--- config.mk ---
export PLATFORM = sky130hd
export DESIGN_NAME = cpu_instr_sequencer
export DESIGN_NICKNAME = d
export VERILOG_FILES = /design/src/rtl/cpu_instr_sequencer.sv
export SDC_FILE = /design/constraint.sdc
export NUM_CORES = 1
export LEC_CHECK = 0
export ABC_CLOCK_PERIOD_IN_PS = 3650
export CAP_MARGIN = 20
export CORE_MARGIN = 4
export CORE_UTILIZATION = 62
export CTS_BUF_LIST = sky130_fd_sc_hd__clkbuf_4
export CTS_CLUSTER_DIAMETER = 200
export DETAILED_ROUTE_END_ITERATION = 12
export PLACE_DENSITY = 0.81
export SLEW_MARGIN = 20
export SYNTH_ARGS = -nofsm -noshare
export SYNTH_HDL_FRONTEND = slang
export SYNTH_SLANG_ARGS = --single-unit
--- constraint.sdc ---
create_clock -name clk -period 3.65 [get_ports clk]
set_clock_uncertainty 0.1 [all_clocks]
set_input_delay 0.5475 -clock clk [delete_from_list [all_inputs] [get_ports clk]]
set_output_delay 0.5475 -clock clk [all_outputs]
set_load 0.02 [all_outputs]
--- src/rtl/cpu_instr_sequencer.sv ---
// cpu_instr_sequencer: host-loaded program RAM that issues instructions to the cpu.
// Each instruction is offered with a one-cycle load pulse, then a one-cycle s pulse,
// then the sequencer waits for a rising edge on cpu_w (or a timeout) before moving on.
// Ports:
//   clk, reset       clock (rising edge), asynchronous active-low reset
//   wr_en/addr/data  program RAM write port, accepted only while idle
//   prog_len         number of instructions to run, sampled on start (clamped to DEPTH)
//   start            begin a run at address 0, accepted only while idle
//   cpu_w            cpu wait/idle flag; its rising edge completes an instruction
//   cpu_in/load/s    instruction word and handshake strobes to the cpu
//   pc               index of the current instruction
//   busy/done/err    not-idle flag, end-of-run pulse, sticky timeout flag
module cpu_instr_sequencer #(
   parameter int unsigned DEPTH   = 16,
   parameter int unsigned AW      = 4,
   parameter int unsigned TIMEOUT = 64
) (
   input  logic          clk,
   input  logic          reset,
   input  logic          wr_en,
   input  logic [AW-1:0] wr_addr,
   input  logic [15:0]   wr_data,
   input  logic [AW:0]   prog_len,
   input  logic          start,
   input  logic          cpu_w,
   output logic [15:0]   cpu_in,
   output logic          cpu_load,
   output logic          cpu_s,
   output logic [AW-1:0] pc,
   output logic          busy,
   output logic          done,
   output logic          err
);

   localparam int unsigned TW = $clog2(TIMEOUT) + 1;

   typedef enum logic [2:0] {S_IDLE, S_LOAD, S_GO, S_WAIT, S_DONE} state_t;

   state_t        state, state_nxt;
   logic [15:0]   mem [DEPTH];
   logic          w_q;
   logic          w_rise;
   logic          wr_ok;
   logic [AW:0]   len_q, len_nxt;
   logic [TW-1:0] tmo_cnt, tmo_nxt;
   logic [AW-1:0] pc_nxt;
   logic [15:0]   cpu_in_nxt;
   logic          err_nxt;

   assign w_rise = cpu_w & ~w_q;
   assign wr_ok  = wr_en && (state == S_IDLE);

   // Program RAM: not reset, written only while idle.
   always_ff @(posedge clk) begin
      if (wr_ok) mem[wr_addr] <= wr_data;
   end

   // State and registered outputs.
   always_ff @(posedge clk or negedge reset) begin
      if (!reset) begin
         state    <= S_IDLE;
         w_q      <= 1'b0;
         len_q    <= '0;
         tmo_cnt  <= '0;
         cpu_in   <= '0;
         cpu_load <= 1'b0;
         cpu_s    <= 1'b0;
         pc       <= '0;
         busy     <= 1'b0;
         done     <= 1'b0;
         err      <= 1'b0;
      end else begin
         state    <= state_nxt;
         w_q      <= cpu_w;
         len_q    <= len_nxt;
         tmo_cnt  <= tmo_nxt;
         cpu_in   <= cpu_in_nxt;
         cpu_load <= (state_nxt == S_LOAD);
         cpu_s    <= (state_nxt == S_GO);
         pc       <= pc_nxt;
         busy     <= (state_nxt != S_IDLE);
         done     <= (state_nxt == S_DONE);
         err      <= err_nxt;
      end
   end

   // Next-state and next-output logic; outputs reflect the state being entered.
   always_comb begin
      state_nxt  = state;
      len_nxt    = len_q;
      tmo_nxt    = tmo_cnt;
      pc_nxt     = pc;
      err_nxt    = err;
      cpu_in_nxt = cpu_in;
      unique case (state)
         S_IDLE: begin
            if (start) begin
               len_nxt   = (prog_len > (AW+1)'(DEPTH)) ? (AW+1)'(DEPTH) : prog_len;
               pc_nxt    = '0;
               err_nxt   = 1'b0;
               state_nxt = (prog_len == '0) ? S_DONE : S_LOAD;
            end
         end
         S_LOAD: state_nxt = S_GO;
         S_GO: begin
            tmo_nxt   = '0;
            state_nxt = S_WAIT;
         end
         S_WAIT: begin
            tmo_nxt = tmo_cnt + TW'(1);
            // A completion edge wins over a timeout in the same cycle.
            if (w_rise) begin
               if ({1'b0, pc} == (len_q - (AW+1)'(1))) begin
                  state_nxt = S_DONE;
               end else begin
                  pc_nxt    = pc + AW'(1);
                  state_nxt = S_LOAD;
               end
            end else if (tmo_cnt == TW'(TIMEOUT - 1)) begin
               err_nxt   = 1'b1;
               state_nxt = S_DONE;
            end
         end
         S_DONE: state_nxt = S_IDLE;
         default: state_nxt = S_IDLE;
      endcase
      // Fetch for the next LOAD; forward a same-cycle write so it lands before the read.
      if (state_nxt == S_LOAD) begin
         cpu_in_nxt = (wr_ok && (wr_addr == pc_nxt)) ? wr_data : mem[pc_nxt];
      end
   end

endmodule
==> reports/metrics.csv <==
metric,value,unit
FILL cells,1082,
# H-tree levels,3,
fin. max-slew vios,0,
area delta synth->final,19.1,%
status,completed,
pre-CTS setup slack,-0.166,ns
Rows,50,
Synth Net Count,868,
post-route minimum period,3.44,ns
synth unique cells,53,
Worst Tran Pin Value,0.848,ns
Pre-antenna DRT Iters,6,
cell count after synthesis,835,
placed inst area,13200,sq um
multi-input logic area,3060,sq um
r2r endpoint,cpu_in[5],
Setup CP Type,reg2reg,
worst vdd ir,0.635,mV
Worst slew margin,43.3,%
r2r setup slk,0.21,ns
vias in the first global route,8260,
Critical Path End Type,register,
drt total wl,29300,microns
clk buf depth,3,
RSZ-0062 raised after global routing,false,
number of enable flip-flop cells after synthesis,256,
total grt overflow,0,
Util after Layout,75.7,%
Final Cell Area,14300,sq um
number of synthesis warnings,0,
initial antenna violation count,2,
GRT Util Overall,27.2,%
Worst Hold Class,in2async,
area of the core,18800,sq um
Mean Syn Cell Area,14.3,sq um
die area,21600,sq um
starting density of the core,63.6,%
chip width,147,microns
Final WS setup,0.209,ns
pwr/cell area,783,nW/um^2
vias after detailed routing,8155,
CTS root buf,clkbuf_4,
die height,147,microns
"Setup violations, final",0,
Yosys reg bits,297,
first-pass GRT wire length,45400,microns
I/O pin count,55,
clk sinks,297,
Leak Pwr,5.25,nW
asr flop ratio synth,13.8,%
"Hold Vio Cnt, Final",0,
CP max FO,9,
Final Power,11.2,mW
Avg WL per Cell,22.4,microns
Synth Cell Area,12000,sq um
DPL Wire Length,17100,microns
Num CTS Buffers,75,
Max-Cap Viols,0,
Max Clk Rate,0.291,GHz
FF/Latch Area,8710,sq um
Startpoint Class,register,
Critical Path AT,3.89,ns
sequential share of the synthesized area,72.8,%
DR DRC count,0,
CTS tree,yes,
DRT iter0 DRCs,1054,
"Primary FF master, synth",edfxtp_1,
Worst R2R Path Depth,14,
layout cell share with drive strength beyond 1,20.4,%
period utilization,94.3,%
"Reg clk slew, reported paths",0.07,ns
WP data required,4.10,ns
RR Startpoint,len_q[0],
Port Buf Inserts,54,
largest net degree at the start of global routing,71,
routability cong.,0.905,
clk_lat worst skew,0.67,ns
vias per inst,6.24,
post-route ant nets,0,
nets,1015,
flip-flops by register name, summed over array words and instances, names as in the netlist, 3 cells and up:
signal and cells:
len_q 5, pc 4, cpu_in 16, state 3, mem 256, tmo_cnt 7
stage by stage:
| step | hold slack (ns) | setup TNS, ns | cells |
|---|---|---|---|
| final | 0.343 | 0 | 1307 |
| after global routing | 0.364 | 0 | 1307 |
| after CTS | 0.354 | 0 | 1304 |
| after detailed placement | 0.405 | -0.643 | 1163 |
| after global placement | 0.379 | -0.0788 | 1163 |
| after floorplan | 0.152 | 0 | 835 |
per-layer routing:
layer / wire length [microns] / up-vias / global-route usage [%]
met1: 11100 / 3998 / 35.8
met2: 14300 / 531 / 43.7
li1: - / 3536 / -
met5: 0 / - / 0
met3: 2870 / 90 / 6.17
met4: 1020 / 0 / 12.6
report_power, final:
group	switching (mW)	leakage [nW]	internal [mW]	total [mW]
Combinational	2.56	1.85	1.71	4.27
Sequential	0.196	2.80	3.88	4.07
Clock	1.28	0.598	1.55	2.82
Total	4.03	5.25	7.13	11.2
cells in the final DEF, fill, tap and decap left out, types with 2 or more instances in the layout:
| cell type | count |
|---|---|
| edfxtp_1 | 256 |
| nand2_1 | 166 |
| clkbuf_4 | 125 |
| mux2i_1 | 61 |
| clkdlybuf4s50_1 | 53 |
| buf_4 | 53 |
| dfrtp_1 | 41 |
| nand3_1 | 36 |
| a32oi_1 | 35 |
| nor2_1 | 31 |
| nor3_1 | 15 |
| o22ai_1 | 14 |
| inv_1 | 12 |
| clkinv_1 | 12 |
| a31oi_1 | 11 |
| o21ai_0 | 10 |
| a32o_1 | 10 |
| a221oi_1 | 7 |
| nand4b_1 | 6 |
| o211ai_2 | 6 |
| nand3b_1 | 5 |
| xnor2_1 | 5 |
| nand2b_1 | 5 |
| buf_12 | 5 |
| nor2b_1 | 4 |
| nor3_2 | 4 |
| and3_1 | 3 |
| xor2_1 | 3 |
| o211ai_1 | 3 |
| a21oi_1 | 3 |
| a221oi_2 | 3 |
| ha_1 | 3 |
| diode_2 | 2 |
| and3b_1 | 2 |
| or3_1 | 2 |
| a2111o_1 | 2 |
| a41oi_1 | 2 |
| nor3b_1 | 2 |
| clkinvlp_4 | 2 |
Yosys cell counts (2+ instances only):
cell type  number  share of area, %
a2111o_1        2              0.19
a21boi_1        2              0.13
a21oi_1         4              0.17
a221oi_1       10              0.73
a31oi_1        11              0.57
a32o_1         10              0.84
a32oi_1        35               2.6
a41oi_1         2              0.15
and3_1          3              0.16
and3b_1         2              0.15
buf_2          18              0.75
buf_4           2              0.13
buf_6           2              0.19
clkbuf_1       23              0.72
dfrtp_1        41               8.6
edfxtp_1      256                64
ha_1            3              0.31
inv_1          12              0.38
mux2i_1        61               5.1
nand2_1       166               5.2
nand2b_1        5              0.26
nand3_1        36               1.5
nand3b_1        5              0.31
nand4b_1        6              0.44
nor2_1         32               1.0
nor2b_1         4              0.21
nor3_1         19              0.79
nor3b_1         2              0.13
o211ai_1        3              0.19
o211ai_2        6              0.63
o21ai_0        10              0.42
o22ai_1        14              0.73
or3_1           2              0.10
xnor2_1         5              0.37
xor2_1          3              0.22
critical path, cell delays in order, from the launching register on:
cell,delay (ns)
dfrtp_1,0.40
inv_1,0.08
ha_1,0.24
and4bb_1,0.24
a22oi_4,0.25
a211oi_2,0.13
buf_4,0.18
o311a_4,0.41
inv_4,0.12
xnor2_1,0.12
o21ai_1,0.12
or4_1,0.55
buf_4,0.22
nor2_1,0.11
nor3_1,0.08
what timing repair did:
item | CTS | global route
hold buffers | 1 | 0
resized for setup | 0 | 6
setup endpoints to repair | 0 | 5
buffers inserted | 0 | 0
endpoints found under the hold margin | 37 | 0
kinds of logic (layout without fill, tap and decap cells):
group	after synthesis	count (layout)	share of synthesized area, %
compound gates	120	120	8.30
xor+xnor	8	8	0.585
fa+ha+maj	3	3	0.314
buf+inv	58	268	2.20
flops	297	297	72.8
mux	61	61	5.10
other cells	0	2	0
simple gates	288	288	10.7
how the worst max path moves through the flow:
| stage | start | end | slack, ns |
|---|---|---|---|
| after floorplan | len_q[0] | cpu_in[3] | 0.62 |
| after global placement | start | cpu_in[7] | -0.07 |
| after detailed placement | start | cpu_in[7] | -0.17 |
| after CTS | len_q[0] | cpu_in[7] | 0.13 |
| after global routing | len_q[0] | cpu_in[5] | 0.03 |
| final | len_q[0] | cpu_in[5] | 0.21 |
cell type report:
type | count | area share [%]
timing repair buffer | 115 | 7.73
tap | 260 | 2.28
inverter | 13 | 0.360
clock buffer | 125 | 6.58
antenna | 2 | 0.0351
sequential | 297 | 61.1
multi-input combinational | 480 | 21.5
clock inverter | 15 | 0.448
Power figures use the tool's default switching activity.
